`config.mk`:
```
export PLATFORM = sky130hd
export DESIGN_NAME = pipeline_ctrl_flat
export DESIGN_NICKNAME = d
export VERILOG_FILES = /design/src/rtl/arm_pkg.sv /design/src/rtl/pipeline_ctrl_if.sv /design/src/rtl/mem_wait_fsm.sv /design/src/rtl/pipeline_ctrl.sv /design/src/flat_wrapper.sv
export SDC_FILE = /design/constraint.sdc
export NUM_CORES = 1
export LEC_CHECK = 0
export BUFFER_PORTS_ARGS = -buffer_cell sky130_fd_sc_hd__buf_2
export CAP_MARGIN = 30
export CORE_MARGIN = 2
export CORE_UTILIZATION = 44
export DETAILED_ROUTE_END_ITERATION = 8
export MAX_ROUTING_LAYER = met4
export PLACE_DENSITY = 0.71
export SYNTH_ARGS = -nofsm -noshare
export SYNTH_HDL_FRONTEND = slang
export SYNTH_SLANG_ARGS = --single-unit
export TNS_END_PERCENT = 100
```
`constraint.sdc`:
```
create_clock -name clk -period 1.9 [get_ports clk]
set_input_delay 0.38 -clock clk [delete_from_list [all_inputs] [get_ports clk]]
set_output_delay 0.38 -clock clk [all_outputs]
set_load 0.1 [all_outputs]
```
`src/rtl/arm_pkg.sv`:
```
// Shared types for the ARM pipeline sequencer: SRAM handshake states,
// forwarding selects, in-flight instruction shadow slot and NZCV bit positions.
package arm_pkg;

   typedef enum logic [1:0] {
      IDLE = 2'd0,
      WAIT = 2'd1,
      DONE = 2'd2
   } mem_state_e;

   localparam logic [1:0] FWD_REG = 2'd0;
   localparam logic [1:0] FWD_MEM = 2'd1;
   localparam logic [1:0] FWD_WB  = 2'd2;

   localparam int NZCV_N = 3;
   localparam int NZCV_Z = 2;
   localparam int NZCV_C = 1;
   localparam int NZCV_V = 0;

   typedef struct packed {
      logic       valid;
      logic [3:0] dest;
      logic       wb_en;
      logic       mem_r_en;
      logic       mem_w_en;
      logic       s;
      logic [3:0] src1;
      logic [3:0] src2;
      logic       src1_used;
      logic       src2_used;
   } slot_t;

   localparam slot_t NOP_SLOT = '0;

   function automatic logic writes_reg(input slot_t sl, input logic [3:0] r);
      return sl.valid & sl.wb_en & (sl.dest == r);
   endfunction

   function automatic logic is_mem_access(input slot_t sl);
      return sl.valid & (sl.mem_r_en | sl.mem_w_en);
   endfunction

   // MEM wins over WB; a load in MEM has no data yet, so it never forwards.
   function automatic logic [1:0] fwd_select(input slot_t mem_s, input slot_t wb_s,
                                             input logic [3:0] src, input logic used);
      if (used && writes_reg(mem_s, src) && !mem_s.mem_r_en) return FWD_MEM;
      if (used && writes_reg(wb_s, src)) return FWD_WB;
      return FWD_REG;
   endfunction

endpackage

```
`src/rtl/pipeline_ctrl_if.sv`:
```
// Control bundle between the pipeline datapath and pipeline_ctrl.
// master = the sequencer, slave = the datapath that obeys its controls.
interface pipeline_ctrl_if;

   logic       id_valid;
   logic [3:0] id_src1;
   logic [3:0] id_src2;
   logic       id_src1_used;
   logic       id_src2_used;
   logic [3:0] id_dest;
   logic       id_wb_en;
   logic       id_mem_r_en;
   logic       id_mem_w_en;
   logic       id_s;
   logic       exe_branch_taken;
   logic [3:0] alu_status;
   logic       sram_done;

   logic       sram_start;
   logic       sram_timeout;
   logic       freeze_if;
   logic       freeze_id;
   logic       flush_if;
   logic       bubble_ex;
   logic       freeze_all;
   logic [3:0] status;
   logic [1:0] fwd_sel_a;
   logic [1:0] fwd_sel_b;

   modport master (
      input  id_valid, id_src1, id_src2, id_src1_used, id_src2_used, id_dest,
             id_wb_en, id_mem_r_en, id_mem_w_en, id_s, exe_branch_taken,
             alu_status, sram_done,
      output sram_start, sram_timeout, freeze_if, freeze_id, flush_if,
             bubble_ex, freeze_all, status, fwd_sel_a, fwd_sel_b
   );

   modport slave (
      output id_valid, id_src1, id_src2, id_src1_used, id_src2_used, id_dest,
             id_wb_en, id_mem_r_en, id_mem_w_en, id_s, exe_branch_taken,
             alu_status, sram_done,
      input  sram_start, sram_timeout, freeze_if, freeze_id, flush_if,
             bubble_ex, freeze_all, status, fwd_sel_a, fwd_sel_b
   );

endinterface

```
`src/rtl/mem_wait_fsm.sv`:
```
// SRAM handshake for the MEM stage: start pulse, wait-state freeze and a
// sticky timeout flag once the wait count reaches SRAM_WAIT_MAX.
module mem_wait_fsm
   import arm_pkg::*;
#(
   parameter int SRAM_WAIT_MAX = 16
) (
   input  logic clk,
   input  logic rst,
   input  logic mem_access,
   input  logic sram_done,
   output logic sram_start,
   output logic freeze_all,
   output logic sram_timeout
);

   localparam int CW = $clog2(SRAM_WAIT_MAX + 1);
   localparam logic [CW-1:0] CNT_MAX = CW'(SRAM_WAIT_MAX);

   mem_state_e    state, state_nxt;
   logic [CW-1:0] wait_cnt, wait_cnt_nxt;
   logic          timeout_nxt;

   always_ff @(posedge clk or negedge rst) begin
      if (!rst) begin
         state        <= IDLE;
         wait_cnt     <= '0;
         sram_timeout <= 1'b0;
      end else begin
         // NOTE: non-blocking so every register samples pre-edge values.
         state        <= state_nxt;
         wait_cnt     <= wait_cnt_nxt;
         sram_timeout <= timeout_nxt;
      end
   end

   always_comb begin
      // NOTE: every output gets a default first so no latch is inferred.
      state_nxt    = state;
      wait_cnt_nxt = wait_cnt;
      timeout_nxt  = sram_timeout;
      sram_start   = 1'b0;
      freeze_all   = 1'b0;
      unique case (state)
         IDLE: begin
            if (mem_access) begin
               sram_start   = 1'b1;
               freeze_all   = 1'b1;
               wait_cnt_nxt = '0;
               state_nxt    = WAIT;
            end
         end
         WAIT: begin
            freeze_all = 1'b1;
            if (sram_done) begin
               wait_cnt_nxt = '0;
               state_nxt    = DONE;
            end else begin
               // Saturate rather than wrap; the flag is sticky until reset.
               if (wait_cnt != CNT_MAX) wait_cnt_nxt = wait_cnt + 1'b1;
               if (wait_cnt_nxt == CNT_MAX) timeout_nxt = 1'b1;
            end
         end
         DONE:    state_nxt = IDLE;
         default: state_nxt = IDLE;
      endcase
   end

endmodule

```
`src/rtl/pipeline_ctrl.sv`:
```
// Pipeline sequencer: EX/MEM/WB shadow slots, hazard/branch/freeze control
// and the NZCV register. Define PIPELINE_FORWARD_EN to enable operand forwarding.
module pipeline_ctrl
   import arm_pkg::*;
#(
   parameter int SRAM_WAIT_MAX = 16
) (
   input logic             clk,
   input logic             rst,
   pipeline_ctrl_if.master bus
);

   slot_t      id_slot, ex_slot, mem_slot, wb_slot;
   logic       mem_access, freeze_all, sram_start, sram_timeout;
   logic       stall, branch_flush;
   logic       freeze_if, freeze_id, flush_if, bubble_ex;
   logic [3:0] status_q;
   logic [1:0] fwd_sel_a, fwd_sel_b;

   always_comb begin
      id_slot           = NOP_SLOT;
      id_slot.valid     = bus.id_valid;
      id_slot.dest      = bus.id_dest;
      id_slot.wb_en     = bus.id_wb_en;
      id_slot.mem_r_en  = bus.id_mem_r_en;
      id_slot.mem_w_en  = bus.id_mem_w_en;
      id_slot.s         = bus.id_s;
      id_slot.src1      = bus.id_src1;
      id_slot.src2      = bus.id_src2;
      id_slot.src1_used = bus.id_src1_used;
      id_slot.src2_used = bus.id_src2_used;
   end

   assign mem_access = is_mem_access(mem_slot);

   mem_wait_fsm #(
      .SRAM_WAIT_MAX (SRAM_WAIT_MAX)
   ) u_mem_wait (
      .clk          (clk),
      .rst          (rst),
      .mem_access   (mem_access),
      .sram_done    (bus.sram_done),
      .sram_start   (sram_start),
      .freeze_all   (freeze_all),
      .sram_timeout (sram_timeout)
   );

`ifdef PIPELINE_FORWARD_EN
   // Only a load in EX cannot be forwarded in time: load-use stall.
   assign stall = bus.id_valid & ex_slot.valid & ex_slot.mem_r_en &
                  ((bus.id_src1_used & (ex_slot.dest == bus.id_src1)) |
                   (bus.id_src2_used & (ex_slot.dest == bus.id_src2)));
   assign fwd_sel_a = fwd_select(mem_slot, wb_slot, ex_slot.src1, ex_slot.src1_used);
   assign fwd_sel_b = fwd_select(mem_slot, wb_slot, ex_slot.src2, ex_slot.src2_used);
`else
   // Write-through register file: a WB-slot writer is already visible to ID.
   assign stall = bus.id_valid &
                  ((bus.id_src1_used & (writes_reg(ex_slot, bus.id_src1) |
                                        writes_reg(mem_slot, bus.id_src1))) |
                   (bus.id_src2_used & (writes_reg(ex_slot, bus.id_src2) |
                                        writes_reg(mem_slot, bus.id_src2))));
   assign fwd_sel_a = FWD_REG;
   assign fwd_sel_b = FWD_REG;
`endif

   // Priority: SRAM freeze, then taken branch, then data hazard.
   always_comb begin
      freeze_if    = 1'b0;
      freeze_id    = 1'b0;
      flush_if     = 1'b0;
      bubble_ex    = 1'b0;
      branch_flush = 1'b0;
      if (freeze_all) begin
         freeze_if = 1'b1;
         freeze_id = 1'b1;
      end else if (bus.exe_branch_taken) begin
         flush_if     = 1'b1;
         bubble_ex    = 1'b1;
         branch_flush = 1'b1;
      end else if (stall) begin
         freeze_if = 1'b1;
         freeze_id = 1'b1;
         bubble_ex = 1'b1;
      end
   end

   always_ff @(posedge clk or negedge rst) begin
      if (!rst) begin
         ex_slot  <= NOP_SLOT;
         mem_slot <= NOP_SLOT;
         wb_slot  <= NOP_SLOT;
      end else if (!freeze_all) begin
         ex_slot  <= bubble_ex ? NOP_SLOT : id_slot;
         mem_slot <= ex_slot;
         wb_slot  <= mem_slot;
      end
   end

   // Flags commit at the end of the S-instruction's EXE cycle.
   always_ff @(posedge clk or negedge rst) begin
      if (!rst) begin
         status_q <= 4'b0000;
      end else if (ex_slot.valid && ex_slot.s && !freeze_all && !branch_flush) begin
         status_q <= bus.alu_status;
      end
   end

   // Not every slot field is consumed in every build.
   logic unused_slot_bits;
   assign unused_slot_bits = ^{ex_slot, mem_slot, wb_slot};

   assign bus.sram_start   = sram_start;
   assign bus.sram_timeout = sram_timeout;
   assign bus.freeze_all   = freeze_all;
   assign bus.freeze_if    = freeze_if;
   assign bus.freeze_id    = freeze_id;
   assign bus.flush_if     = flush_if;
   assign bus.bubble_ex    = bubble_ex;
   assign bus.status       = status_q;
   assign bus.fwd_sel_a    = fwd_sel_a;
   assign bus.fwd_sel_b    = fwd_sel_b;

endmodule

```
`src/flat_wrapper.sv`:
```
// flat-port wrapper written by rule: the top's interface ports become plain ports
module pipeline_ctrl_flat import arm_pkg::*;
#(
   parameter int SRAM_WAIT_MAX = 16
)
  (clk, rst, bus_id_valid, bus_id_src1, bus_id_src2, bus_id_src1_used, bus_id_src2_used, bus_id_dest, bus_id_wb_en, bus_id_mem_r_en, bus_id_mem_w_en, bus_id_s, bus_exe_branch_taken, bus_alu_status, bus_sram_done, bus_sram_start, bus_sram_timeout, bus_freeze_if, bus_freeze_id, bus_flush_if, bus_bubble_ex, bus_freeze_all, bus_status, bus_fwd_sel_a, bus_fwd_sel_b);
  pipeline_ctrl_if bus_i ();
  input logic clk;
  input logic rst;
  input wire logic [$bits(bus_i.id_valid)-1:0] bus_id_valid;
  input wire logic [$bits(bus_i.id_src1)-1:0] bus_id_src1;
  input wire logic [$bits(bus_i.id_src2)-1:0] bus_id_src2;
  input wire logic [$bits(bus_i.id_src1_used)-1:0] bus_id_src1_used;
  input wire logic [$bits(bus_i.id_src2_used)-1:0] bus_id_src2_used;
  input wire logic [$bits(bus_i.id_dest)-1:0] bus_id_dest;
  input wire logic [$bits(bus_i.id_wb_en)-1:0] bus_id_wb_en;
  input wire logic [$bits(bus_i.id_mem_r_en)-1:0] bus_id_mem_r_en;
  input wire logic [$bits(bus_i.id_mem_w_en)-1:0] bus_id_mem_w_en;
  input wire logic [$bits(bus_i.id_s)-1:0] bus_id_s;
  input wire logic [$bits(bus_i.exe_branch_taken)-1:0] bus_exe_branch_taken;
  input wire logic [$bits(bus_i.alu_status)-1:0] bus_alu_status;
  input wire logic [$bits(bus_i.sram_done)-1:0] bus_sram_done;
  output wire logic [$bits(bus_i.sram_start)-1:0] bus_sram_start;
  output wire logic [$bits(bus_i.sram_timeout)-1:0] bus_sram_timeout;
  output wire logic [$bits(bus_i.freeze_if)-1:0] bus_freeze_if;
  output wire logic [$bits(bus_i.freeze_id)-1:0] bus_freeze_id;
  output wire logic [$bits(bus_i.flush_if)-1:0] bus_flush_if;
  output wire logic [$bits(bus_i.bubble_ex)-1:0] bus_bubble_ex;
  output wire logic [$bits(bus_i.freeze_all)-1:0] bus_freeze_all;
  output wire logic [$bits(bus_i.status)-1:0] bus_status;
  output wire logic [$bits(bus_i.fwd_sel_a)-1:0] bus_fwd_sel_a;
  output wire logic [$bits(bus_i.fwd_sel_b)-1:0] bus_fwd_sel_b;
  assign bus_i.id_valid = bus_id_valid;
  assign bus_i.id_src1 = bus_id_src1;
  assign bus_i.id_src2 = bus_id_src2;
  assign bus_i.id_src1_used = bus_id_src1_used;
  assign bus_i.id_src2_used = bus_id_src2_used;
  assign bus_i.id_dest = bus_id_dest;
  assign bus_i.id_wb_en = bus_id_wb_en;
  assign bus_i.id_mem_r_en = bus_id_mem_r_en;
  assign bus_i.id_mem_w_en = bus_id_mem_w_en;
  assign bus_i.id_s = bus_id_s;
  assign bus_i.exe_branch_taken = bus_exe_branch_taken;
  assign bus_i.alu_status = bus_alu_status;
  assign bus_i.sram_done = bus_sram_done;
  assign bus_sram_start = bus_i.sram_start;
  assign bus_sram_timeout = bus_i.sram_timeout;
  assign bus_freeze_if = bus_i.freeze_if;
  assign bus_freeze_id = bus_i.freeze_id;
  assign bus_flush_if = bus_i.flush_if;
  assign bus_bubble_ex = bus_i.bubble_ex;
  assign bus_freeze_all = bus_i.freeze_all;
  assign bus_status = bus_i.status;
  assign bus_fwd_sel_a = bus_i.fwd_sel_a;
  assign bus_fwd_sel_b = bus_i.fwd_sel_b;
  pipeline_ctrl #(.SRAM_WAIT_MAX(SRAM_WAIT_MAX)) u_core (.clk(clk), .rst(rst), .bus(bus_i));
endmodule
```
==> impl_results.rst <==
.. list-table::
   :header-rows: 1

   * - Metric
     - Value
   * - Outcome
     - finished with violations
   * - Violated checks
     - setup timing
   * - Static leakage
     - 0.00108 uW
   * - Post-synth EDFFs
     - 0
   * - Placed Area
     - 0.00196 sq mm
   * - Number of nets with antenna violations after routing
     - 0
   * - HPWL reported at the end of detailed placement
     - 2.54 mm
   * - Worst path arrival time
     - 2.04 ns
   * - CTS H-Tree Depth
     - 2
   * - Number of setup violations in the final report
     - 3
   * - Core utilization of the finished layout
     - 62.7%
   * - Endpoint type of the worst setup path
     - output pin
   * - Total of hold buffers inserted after clock tree synthesis
     - 0
   * - Count of pins on the block boundary
     - 42
   * - Worst path max stage delay
     - 0.56 ns
   * - Critical path buffers and inverters
     - 1
   * - Inserted Diodes
     - 0
   * - Antenna violations before repair
     - 0
   * - Drt initial violations
     - 79
   * - Xor/xnor share of the synthesized area
     - 9.91%
   * - Number of warning messages in the yosys log
     - 0
   * - Largest family of logic cells by synthesized area
     - simple AND/OR/NAND/NOR gates
   * - Share of the synthesized area in compound gates (AO/OA/AOI/OAI)
     - 11.8%
   * - Worst endpoint required time
     - 1.52 ns
   * - Area delta synth->final
     - 34.6%
   * - Number of flip-flops and latches in the synthesized netlist
     - 29
   * - Clock slew at reported path FFs
     - 0.10 ns
   * - Synthesized area divided by synthesized cell count
     - 8.94 sq um
   * - Floorplan die height
     - 64.1 um
   * - Non-Filler Cell Area, Final
     - 0.00214 sq mm
   * - Core Box Area
     - 0.00342 sq mm
   * - Die Area
     - 0.00411 sq mm
   * - Fillers
     - 293
   * - Wire length of the first global-routing pass
     - 5.69 mm
   * - Max transition margin
     - 57.3%
   * - Maximum capacitance violations
     - 0
   * - Setup repair after global routing missed its margin
     - true
   * - Pwr dens
     - 1850 mW/mm^2
   * - Final weighted congestion in routability-driven placement
     - 0.795
   * - Number of standard-cell rows in the floorplan
     - 21
   * - Ratio of cells with drive above 1 in the final layout
     - 32.9%
   * - Per-cell routed wire length
     - 12.7 um
   * - Distinct cells, synth
     - 34
   * - Worst min path class
     - in -> async
   * - Number of standard cells after synthesis
     - 178
   * - Via count of the first global-routing pass
     - 1298
   * - Number of clock sinks
     - 29
   * - Post-route clock period utilization
     - 128%
   * - Total routing usage reported by global routing
     - 18.7%
   * - Total area of multi-input combinational cells
     - 858 sq um
   * - Ys async rst share
     - 100%
   * - Net count reported at finish
     - 262
   * - CP startpoint kind
     - flop
   * - Number of optimization iterations in the first detailed-route pass
     - 4
   * - Largest net degree at the start of global routing
     - 30
   * - WL final
     - 3.55 mm
   * - Clock Path Buffers
     - 2
   * - Routed vias
     - 1427
   * - WS Path Type
     - reg -> out
   * - Clock insertion delay at the later pin of the skew report
     - 0.34 ns
   * - Port-buffer cells
     - 37
   * - Worst hold slack
     - 0.0511 ns
   * - Count of final hold-check violations
     - 0
   * - Sequential share of the synthesized area
     - 45.6%
   * - Portion of netlist area occupied by mux cells
     - 2.83%
   * - Final critical delay including setup and external delays
     - 2.42 ns
   * - Leading cell types in the layout, fill and taps excluded
     - sky130_fd_sc_hd__nand2_1, sky130_fd_sc_hd__buf_2, sky130_fd_sc_hd__dfrtp_1, sky130_fd_sc_hd__buf_4
   * - Residual overflow from global routing
     - 0
   * - Leading cell type in the layout, fill and taps excluded
     - sky130_fd_sc_hd__nand2_1
   * - Inserted Clock Buffers
     - 5
   * - Syn Std Cell Area
     - 0.00159 sq mm
   * - Worst Max-Slew Pin Slew
     - 0.640 ns
   * - Die X
     - 64.1 um
   * - Worst-path cell chain
     - xor2_1 -> nor4_1 -> or4_4 -> a31o_4 -> buf_12
   * - Initial core utilization
     - 46.6%
   * - Setup ws final
     - -0.523 ns
   * - Delay-heaviest family, CP
     - simple AND/OR/NAND/NOR gates
   * - Overall power
     - 3970 uW
   * - Total area of sequential cells
     - 726 sq um
   * - Cell chosen for the clock root
     - sky130_fd_sc_hd__clkbuf_4
   * - Simple-gate share of the synthesized area
     - 22.3%
   * - Max Fclk
     - 413 MHz
   * - Critical Path Slowest Stage Cell
     - sky130_fd_sc_hd__or4_4
   * - Adder and majority cell fraction of the synthesized area
     - 1.57%
   * - Final setup skew
     - 0.00868 ns
   * - Peak VDD IR
     - 0.572 mV
   * - Accumulated negative setup slack
     - -1.54 ns
   * - Synth Flop Type
     - sky130_fd_sc_hd__dfrtp_1
   * - Pins over their slew limit
     - 0
   * - DRC violations left
     - 0
   * - Largest fanout of any net on the critical path
     - 3
   * - Post-detailed-route via-to-cell ratio
     - 5.10
   * - TritonCTS clock tree
     - done
[cell families after synthesis]
kind of cell    after synthesis
fa+ha+maj                     2
mux                           4
compound gates               33
xor+xnor                     18
flops                        29
buf+inv                      17
simple gates                 74
other cells                   1
[power breakdown]
group	switching [uW]	internal (uW)	leakage, uW	total, uW
sequential	220	857	0.000369	1080
combinational	1570	954	0.000678	2520
clock	228	139	0.0000310	367
[routing by layer]
metal | vias to the layer above | routed length (um) | track usage, % | part of all wire, %
li1 | 714 | - | - | -
met1 | 670 | 1660 | 23.7 | 47
met2 | 38 | 1640 | 28.0 | 46
met3 | 5 | 182 | 4.40 | 5.1
met4 | 0 | 54 | 9.84 | 1.5
met5 | - | 0 | - | 0
[synthesized netlist by cell type, drive strengths merged (2+ instances only)]
cell    number  area [sq um]
nand2       38           143
xnor2        4          35.0
a31oi        2          12.5
mux2         4          45.0
a31o         2          17.5
nor3b        2          15.0
nor2         6          25.0
clkbuf       4          15.0
xor2        14           123
nor4         4          25.0
o21ai       17          85.1
and3        10          62.6
buf          7          53.8
nand3        3          15.0
nor3         3          15.0
nand4        4          25.0
a21oi        8          40.0
dfrtp       29           726
o31ai        2          15.0
ha           2          25.0
inv          6          22.5
[worst reg2reg max path, stage by stage, from the launching register on]
cell,delay [ns]
sky130_fd_sc_hd__dfrtp_1,0.42
sky130_fd_sc_hd__buf_6,0.13
sky130_fd_sc_hd__o21ai_4,0.05
sky130_fd_sc_hd__a21o_1,0.18
sky130_fd_sc_hd__inv_4,0.08
sky130_fd_sc_hd__buf_6,0.12
sky130_fd_sc_hd__buf_4,0.13
sky130_fd_sc_hd__nor2_4,0.07
sky130_fd_sc_hd__and3_4,0.24
sky130_fd_sc_hd__mux2_4,0.31
[final timing paths]
| check | to | cells after the start | start | slack, ns |
|---|---|---|---|---|
| setup / recovery | bus_freeze_if | 5 | u_core.mem_slot[16] | -0.52 |
| hold / removal | u_core.u_mem_wait.wait_cnt[0] | 1 | rst | 0.05 |
| setup reg to reg | u_core.bus.status[2] | 9 | u_core.mem_slot[18] | 0.07 |
| hold reg to reg | u_core.u_mem_wait.sram_timeout | 2 | u_core.u_mem_wait.sram_timeout | 0.48 |
| max in group asynchronous | u_core.ex_slot[14] | 1 | rst | 1.43 |
| min in group clk | u_core.bus.status[0] | 2 | bus_alu_status[0] | 0.27 |
[timing repair]
item	in CTS	in global routing
gates resized for setup	14	10
setup endpoints to repair	6	5
pin swaps	6	5
buffers inserted	1	6
[sequential cells by signal, summed over array words and instances (netlist names)]
signal and count:
u_core.ex_slot 9, u_core.u_mem_wait.sram_timeout 1, u_core.mem_slot 8, u_core.u_mem_wait.state 2, u_core.bus.status 4, u_core.u_mem_wait.wait_cnt 5
[through the flow]
step	cells	setup slack, ns
after detailed placement	266	-0.332
after global placement	266	-0.326
after floorplan	181	-0.222
after CTS	275	-0.530
final	280	-0.523
after global routing	280	-0.606
[layout make-up]
cell class | count | area share (%)
Timing Repair Buffer | 56 | 19.6
Clock buffer | 5 | 1.75
Multi-Input combinational cell | 135 | 40.1
Tap cell | 46 | 2.69
Sequential cell | 29 | 33.9
Inverter | 6 | 1.17
Clock inverter | 3 | 0.818
Note: power is estimated with default switching activity, not from simulation.
